[config.mk]
export PLATFORM = sky130hd
export DESIGN_NAME = partition_exchange_seq
export DESIGN_NICKNAME = d
export VERILOG_FILES = /design/src/rtl/partition_exchange_seq.sv
export SDC_FILE = /design/constraint.sdc
export NUM_CORES = 1
export LEC_CHECK = 0
export BUFFER_PORTS_ARGS = -buffer_cell sky130_fd_sc_hd__buf_2
export CAP_MARGIN = 30
export CORE_MARGIN = 2
export CORE_UTILIZATION = 50
export DETAILED_ROUTE_END_ITERATION = 10
export HOLD_SLACK_MARGIN = 0.05
export MAX_ROUTING_LAYER = met4
export PLACE_DENSITY_LB_ADDON = 0.1
export SLEW_MARGIN = 20
export SYNTH_ARGS = -nofsm -noshare
export SYNTH_HDL_FRONTEND = slang
export SYNTH_SLANG_ARGS = --single-unit
export TNS_END_PERCENT = 50
[constraint.sdc]
create_clock -name clk -period 4.1 [get_ports clk]
set_clock_uncertainty 0.2 [all_clocks]
set_input_delay 0.41 -clock clk [delete_from_list [all_inputs] [get_ports clk]]
set_output_delay 0.41 -clock clk [all_outputs]
set_load 0.005 [all_outputs]
[src/rtl/partition_exchange_seq.sv]
// ============================================================================
// Module   : partition_exchange_seq
// Purpose  : Time-step sequencer that gathers partition boundary slices,
//            strobes the exchange register, then launches the next step.
// Revision : 1.0 - initial release
// ============================================================================
`default_nettype none

module partition_exchange_seq #(
    parameter int N_PART  = 4,
    parameter int SLICE_W = 16,
    parameter int TIMEOUT = 1023,
    parameter int STEP_W  = 32
) (
    input  logic                      clk,
    input  logic                      rst_n,
    input  logic                      start,
    input  logic                      stop,
    input  logic [STEP_W-1:0]         step_limit,
    input  logic [N_PART-1:0]         part_done,
    input  logic [N_PART*SLICE_W-1:0] part_data,
    output logic                      step_start,
    output logic                      control_valuation_sig,
    output logic [N_PART*SLICE_W-1:0] cin,
    output logic [STEP_W-1:0]         step_cnt,
    output logic                      busy,
    output logic                      timeout_err
);

    localparam int TMR_W = (TIMEOUT < 2) ? 1 : $clog2(TIMEOUT + 1);
    localparam logic [TMR_W-1:0] TMR_LAST = TMR_W'(TIMEOUT - 1);

    typedef enum logic [2:0] {
        S_IDLE   = 3'd0,
        S_START  = 3'd1,
        S_WAIT   = 3'd2,
        S_COMMIT = 3'd3,
        S_ERR    = 3'd4
    } state_t;

    state_t                    r_state;
    logic [N_PART-1:0]         r_done_mask;
    logic [TMR_W-1:0]          r_timer;
    logic                      r_stop_pend;
    logic                      r_step_start;
    logic                      r_strobe;
    logic                      r_busy;
    logic                      r_timeout_err;
    logic [N_PART*SLICE_W-1:0] r_cin;
    logic [STEP_W-1:0]         r_step_cnt;

    logic [N_PART-1:0]         w_accept;
    logic                      w_all_done;
    logic [STEP_W-1:0]         w_cnt_inc;
    logic                      w_run_end;

    // Only first done of each partition per step is accepted; same-cycle dones count toward completion.
    assign w_accept   = part_done & ~r_done_mask;
    assign w_all_done = &(r_done_mask | part_done);
    assign w_cnt_inc  = r_step_cnt + 1'b1;
    assign w_run_end  = r_stop_pend || stop ||
                        ((step_limit != '0) && (w_cnt_inc == step_limit));

    always_ff @(posedge clk or negedge rst_n) begin
        if (!rst_n) begin
            r_state       <= S_IDLE;
            r_done_mask   <= '0;
            r_timer       <= '0;
            r_stop_pend   <= 1'b0;
            r_step_start  <= 1'b0;
            r_strobe      <= 1'b0;
            r_busy        <= 1'b0;
            r_timeout_err <= 1'b0;
            r_cin         <= '0;
            r_step_cnt    <= '0;
        end else begin
            r_step_start <= 1'b0;
            r_strobe     <= 1'b0;
            if (r_busy && stop) begin
                r_stop_pend <= 1'b1;
            end
            case (r_state)
                S_IDLE, S_ERR: begin
                    if (start) begin
                        r_state       <= S_START;
                        r_step_start  <= 1'b1;
                        r_busy        <= 1'b1;
                        r_step_cnt    <= '0;
                        r_stop_pend   <= 1'b0;
                        r_timeout_err <= 1'b0;
                    end
                end
                S_START: begin
                    r_done_mask <= '0;
                    r_timer     <= '0;
                    r_state     <= S_WAIT;
                end
                S_WAIT: begin
                    for (int i = 0; i < N_PART; i++) begin
                        if (w_accept[i]) begin
                            r_cin[i*SLICE_W +: SLICE_W] <= part_data[i*SLICE_W +: SLICE_W];
                        end
                    end
                    r_done_mask <= r_done_mask | part_done;
                    if (w_all_done) begin
                        r_state  <= S_COMMIT;
                        r_strobe <= 1'b1;
                    end else if (r_timer == TMR_LAST) begin
                        r_state       <= S_ERR;
                        r_timeout_err <= 1'b1;
                        r_busy        <= 1'b0;
                    end else begin
                        r_timer <= r_timer + 1'b1;
                    end
                end
                S_COMMIT: begin
                    r_step_cnt <= w_cnt_inc;
                    if (w_run_end) begin
                        r_state     <= S_IDLE;
                        r_busy      <= 1'b0;
                        r_stop_pend <= 1'b0;
                    end else begin
                        r_state      <= S_START;
                        r_step_start <= 1'b1;
                    end
                end
                default: begin
                    r_state <= S_IDLE;
                    r_busy  <= 1'b0;
                end
            endcase
        end
    end

    assign step_start            = r_step_start;
    assign control_valuation_sig = r_strobe;
    assign cin                   = r_cin;
    assign step_cnt              = r_step_cnt;
    assign busy                  = r_busy;
    assign timeout_err           = r_timeout_err;

endmodule

`default_nettype wire

==> results.txt <==
----------------------------------------------------
[Status]
  Status ... finished, final reports clean

[Floorplan]
  Count of boundary I/O pins ... 204
  Die Outline Area ... 13500 sq um
  Chip height ... 116 um
  Rows ... 40
  Die W ... 116 um
  Starting Density ... 51.8%
  Std-Cell Core Area ... 12200 sq um

[Cells and area]
  Share of layout cells above drive strength 1 ... 37.1%
  Area Growth Syn to Fin ... 39.0%
  Number of nets in the final layout ... 990
  Antenna fix cells ... 0

[Detailed routing]
  Drt drc ... 0
  Detailed Route Iter0 Violations ... 465
  Wirelength per Cell ... 18.5 um
  Count of nets left with antenna violations after detail routing ... 0
  Final wirelength ... 19.7 mm
  First-pass iteration count of the detailed router ... 6
  DR vias ... 6109
  Vias per cell ... 5.74

[Yosys]
  Largest family of logic cells by synthesized area ... simple AND/OR/NAND/NOR gates
  Portion of the post-synthesis area used by sequential elements ... 46.9%
  Mux share of post-synthesis cell area ... 11.9%
  Netlist area before placement ... 6300 sq um
  Synth Warn # ... 0
  Post-Synth Adder-Cell Area ... 0.596%
  Simple-Gate Fraction of Synth Area ... 17.8%
  Mapped Cells ... 617
  Post-synthesis compound-gate area fraction ... 13.6%
  Proportion of register bits with asynchronous set or reset after synthesis ... 100%
  Syn Nets ... 724
  Ys flop type ... sky130_fd_sc_hd__dfrtp_1
  Synthesized flop and latch total ... 118
  Library cells used by synthesis ... 65
  XOR/XNOR Fraction of Synth Area ... 5.56%
  Average footprint of a synthesized cell ... 10.2 sq um
  Number of synthesized flops with an enable pin ... 0

[Timing]
  Unrepaired setup endpoints after global routing ... no
  Final TNS setup ... 0 ps
  Minimum clock period ... 3390 ps
  Actual slew at the worst max-slew pin ... 921 ps
  Tightest slew margin relative to the limit ... 38.5%
  Worst Hold Slack ... 71.5 ps
  Tcrit/Tclk final ... 82.8%
  Final hold violation count ... 0
  Count of final max-slew check failures ... 0
  Highest clock frequency the design can meet ... 295 MHz
  Count of final setup violators ... 0

[Global routing]
  Largest net degree at the start of global routing ... 76
  Remaining global-route overflow ... 0
  Number of global-route vias before repair ... 5763
  Initial antenna violation count ... 0
  Global-route wire length before repair ... 29.6 mm
  Aggregate global-route resource usage ... 29.7%

[CTS]
  Post-CTS Setup Repair Bufs ... 0
  Clock slew at the register clock pins of the worst setup and hold paths ... 60 ps
  Cts bufs inserted ... 17
  Clock latency at the later pin of the worst-skew pair ... 420 ps
  CTS tree ... done
  CTS Hold Bufs ... 65
  Maximum buffer depth of the clock tree ... 2
  Root Buffer ... sky130_fd_sc_hd__clkbuf_16
  Num Clock Sinks ... 118
  Resized cells post-CTS ... 0
  Number of levels in the clock H-tree ... 4

[Placement]
  Final weighted congestion in routability-driven placement ... 0.960
  Port bufs ... 203
  Placed wire-length estimate ... 12.9 mm

[Worst setup path]
  Signal arrival time at the worst endpoint ... 3490 ps
  Crit-path max FO ... 11
  Crit path capture type ... flip-flop
  Startpoint types ... flip-flop
  Required time reported for the critical path endpoint ... 4190 ps
  Setup Crit Path Kind ... flip-flop to flip-flop

[Power]
  Leakage power ... 3.98 nW
  Peak ir drop on the vdd network ... 436 uV
  Total chip power ... 4.89 mW
  Power density relative to cell area ... 559 nW/um^2

[Run]
  Max capacitance violation total ... 0

[Min path]
  Kind of path behind the tightest hold check ... input port to flip-flop

----------------------------------------------------
==> layout make-up <==
cell class                      instances  area, sq um
Clock inverter                         14          174
Tap cell                              168          210
Inverter                               12         45.0
Timing Repair Buffer                  283         1810
Fill cell                             903         3410
Clock buffer                           18          439
Multi-Input combinational cell        451         3120
Sequential cell                       118         2950
==> critical path, cell delays in order, from the launching register on <==
cell	delay, ps
sky130_fd_sc_hd__dfrtp_1	520
sky130_fd_sc_hd__and4_1	390
sky130_fd_sc_hd__nand4_1	300
sky130_fd_sc_hd__nor3_1	580
sky130_fd_sc_hd__mux2_2	410
sky130_fd_sc_hd__a2111o_1	410
sky130_fd_sc_hd__nor4_1	340
sky130_fd_sc_hd__o21ai_1	110
==> placed cells by master, fill, tap and decap left out, drive strengths merged, types with 14 or more instances in the layout <==
master and n:
inv 14, o21ai 56, nor4 18, mux2 65, clkbuf 18, xnor2 25
dlygate4sd3 66, nor2 42, dfrtp 118, xor2 15, a21oi 24, nand3 17
buf 217, nand4 26, nand2 38
==> per-stage QoR <==
step	setup WS, ps	utilization (%)	instances	cell area (sq um)
2_1_floorplan	1170	-	617	6300
3_3_place_gp	885	61.2	964	7440
3_5_place_dp	806	61.3	965	7450
4_1_cts	776	71.7	1062	8720
5_1_grt	469	72.0	1064	8750
6_report	707	72.0	1064	8750
==> cells by family (layout without fill, tap and decap cells) <==
| family | count (synthesis) | after routing |
|---|---|---|
| AO/OA/AOI/OAI | 138 | 138 |
| XOR/XNOR | 40 | 40 |
| adder cells (fa/ha/maj) | 3 | 3 |
| buffers and inverters | 48 | 327 |
| flip-flops | 118 | 118 |
| multiplexers | 67 | 67 |
| AND/OR/NAND/NOR | 203 | 203 |
==> report_power, final <==
part	switching, mW	total (mW)	internal (mW)
registers	0.245	1.81	1.56
logic	0.745	1.55	0.801
clock network	0.566	1.54	0.974
==> final timing paths <==
check / cells after the start / slack, ps / end / startpoint
max: 7 / 710 / busy$_DFFE_PN0P_ / step_cnt[8]$_DFFE_PN0P_
min: 3 / 70 / r_done_mask[1]$_DFFE_PN0P_ / part_done[1]
max reg2reg: 7 / 710 / busy$_DFFE_PN0P_ / step_cnt[8]$_DFFE_PN0P_
min reg2reg: 1 / 300 / cin[23]$_DFFE_PN0P_ / cin[23]$_DFFE_PN0P_
max in group asynchronous: 4 / 2570 / cin[39]$_DFFE_PN0P_ / rst_n
min in group asynchronous: 2 / 210 / r_done_mask[3]$_DFFE_PN0P_ / rst_n
==> flip-flops by register name, summed over array words and instances, names as in the netlist <==
register and count:
r_done_mask 4, timeout_err 1, control_valuation_sig 1, step_cnt 32, r_stop_pend 1, cin 64, busy 1, r_state 3
step_start 1, r_timer 10
==> synthesized netlist by cell type, drive strengths merged (2+ instances only) <==
cell type	instances	area share, %
nor3b	3	0.36
and2	5	0.50
clkbuf	19	1.2
or4	3	0.36
nor2	42	2.8
mux2	65	12
and4	10	1.5
mux2i	2	0.32
a31o	2	0.28
nand3b	2	0.24
and3	11	1.1
a211oi	2	0.24
a31oi	12	1.2
xor2	15	2.1
o2111ai	3	0.42
nor3	13	1.1
or3	6	0.62
o41ai	3	0.42
a22o	4	0.56
nor2b	2	0.20
a311oi	2	0.28
buf	17	1.7
nand4	26	2.7
o22ai	5	0.50
nor4	18	1.9
a21oi	24	1.9
a211o	3	0.42
or3b	2	0.28
nand2b	2	0.20
inv	12	0.72
o21ai	56	4.5
nand3	17	1.4
nand2	38	2.3
ha	3	0.60
dfrtp	118	47
xnor2	25	3.5
o31ai	9	1.1
a2111oi	3	0.42
==> per-layer routing <==
metal  up-vias  part of all wire, %  track usage (%)
met5         -                    0                -
met4         0                  2.4             11.2
met1      2929                   40             37.2
met3        43                  8.3             6.12
met2       311                   49             47.6
li1       2826                    -                -
(Power assumes the default switching activity.)
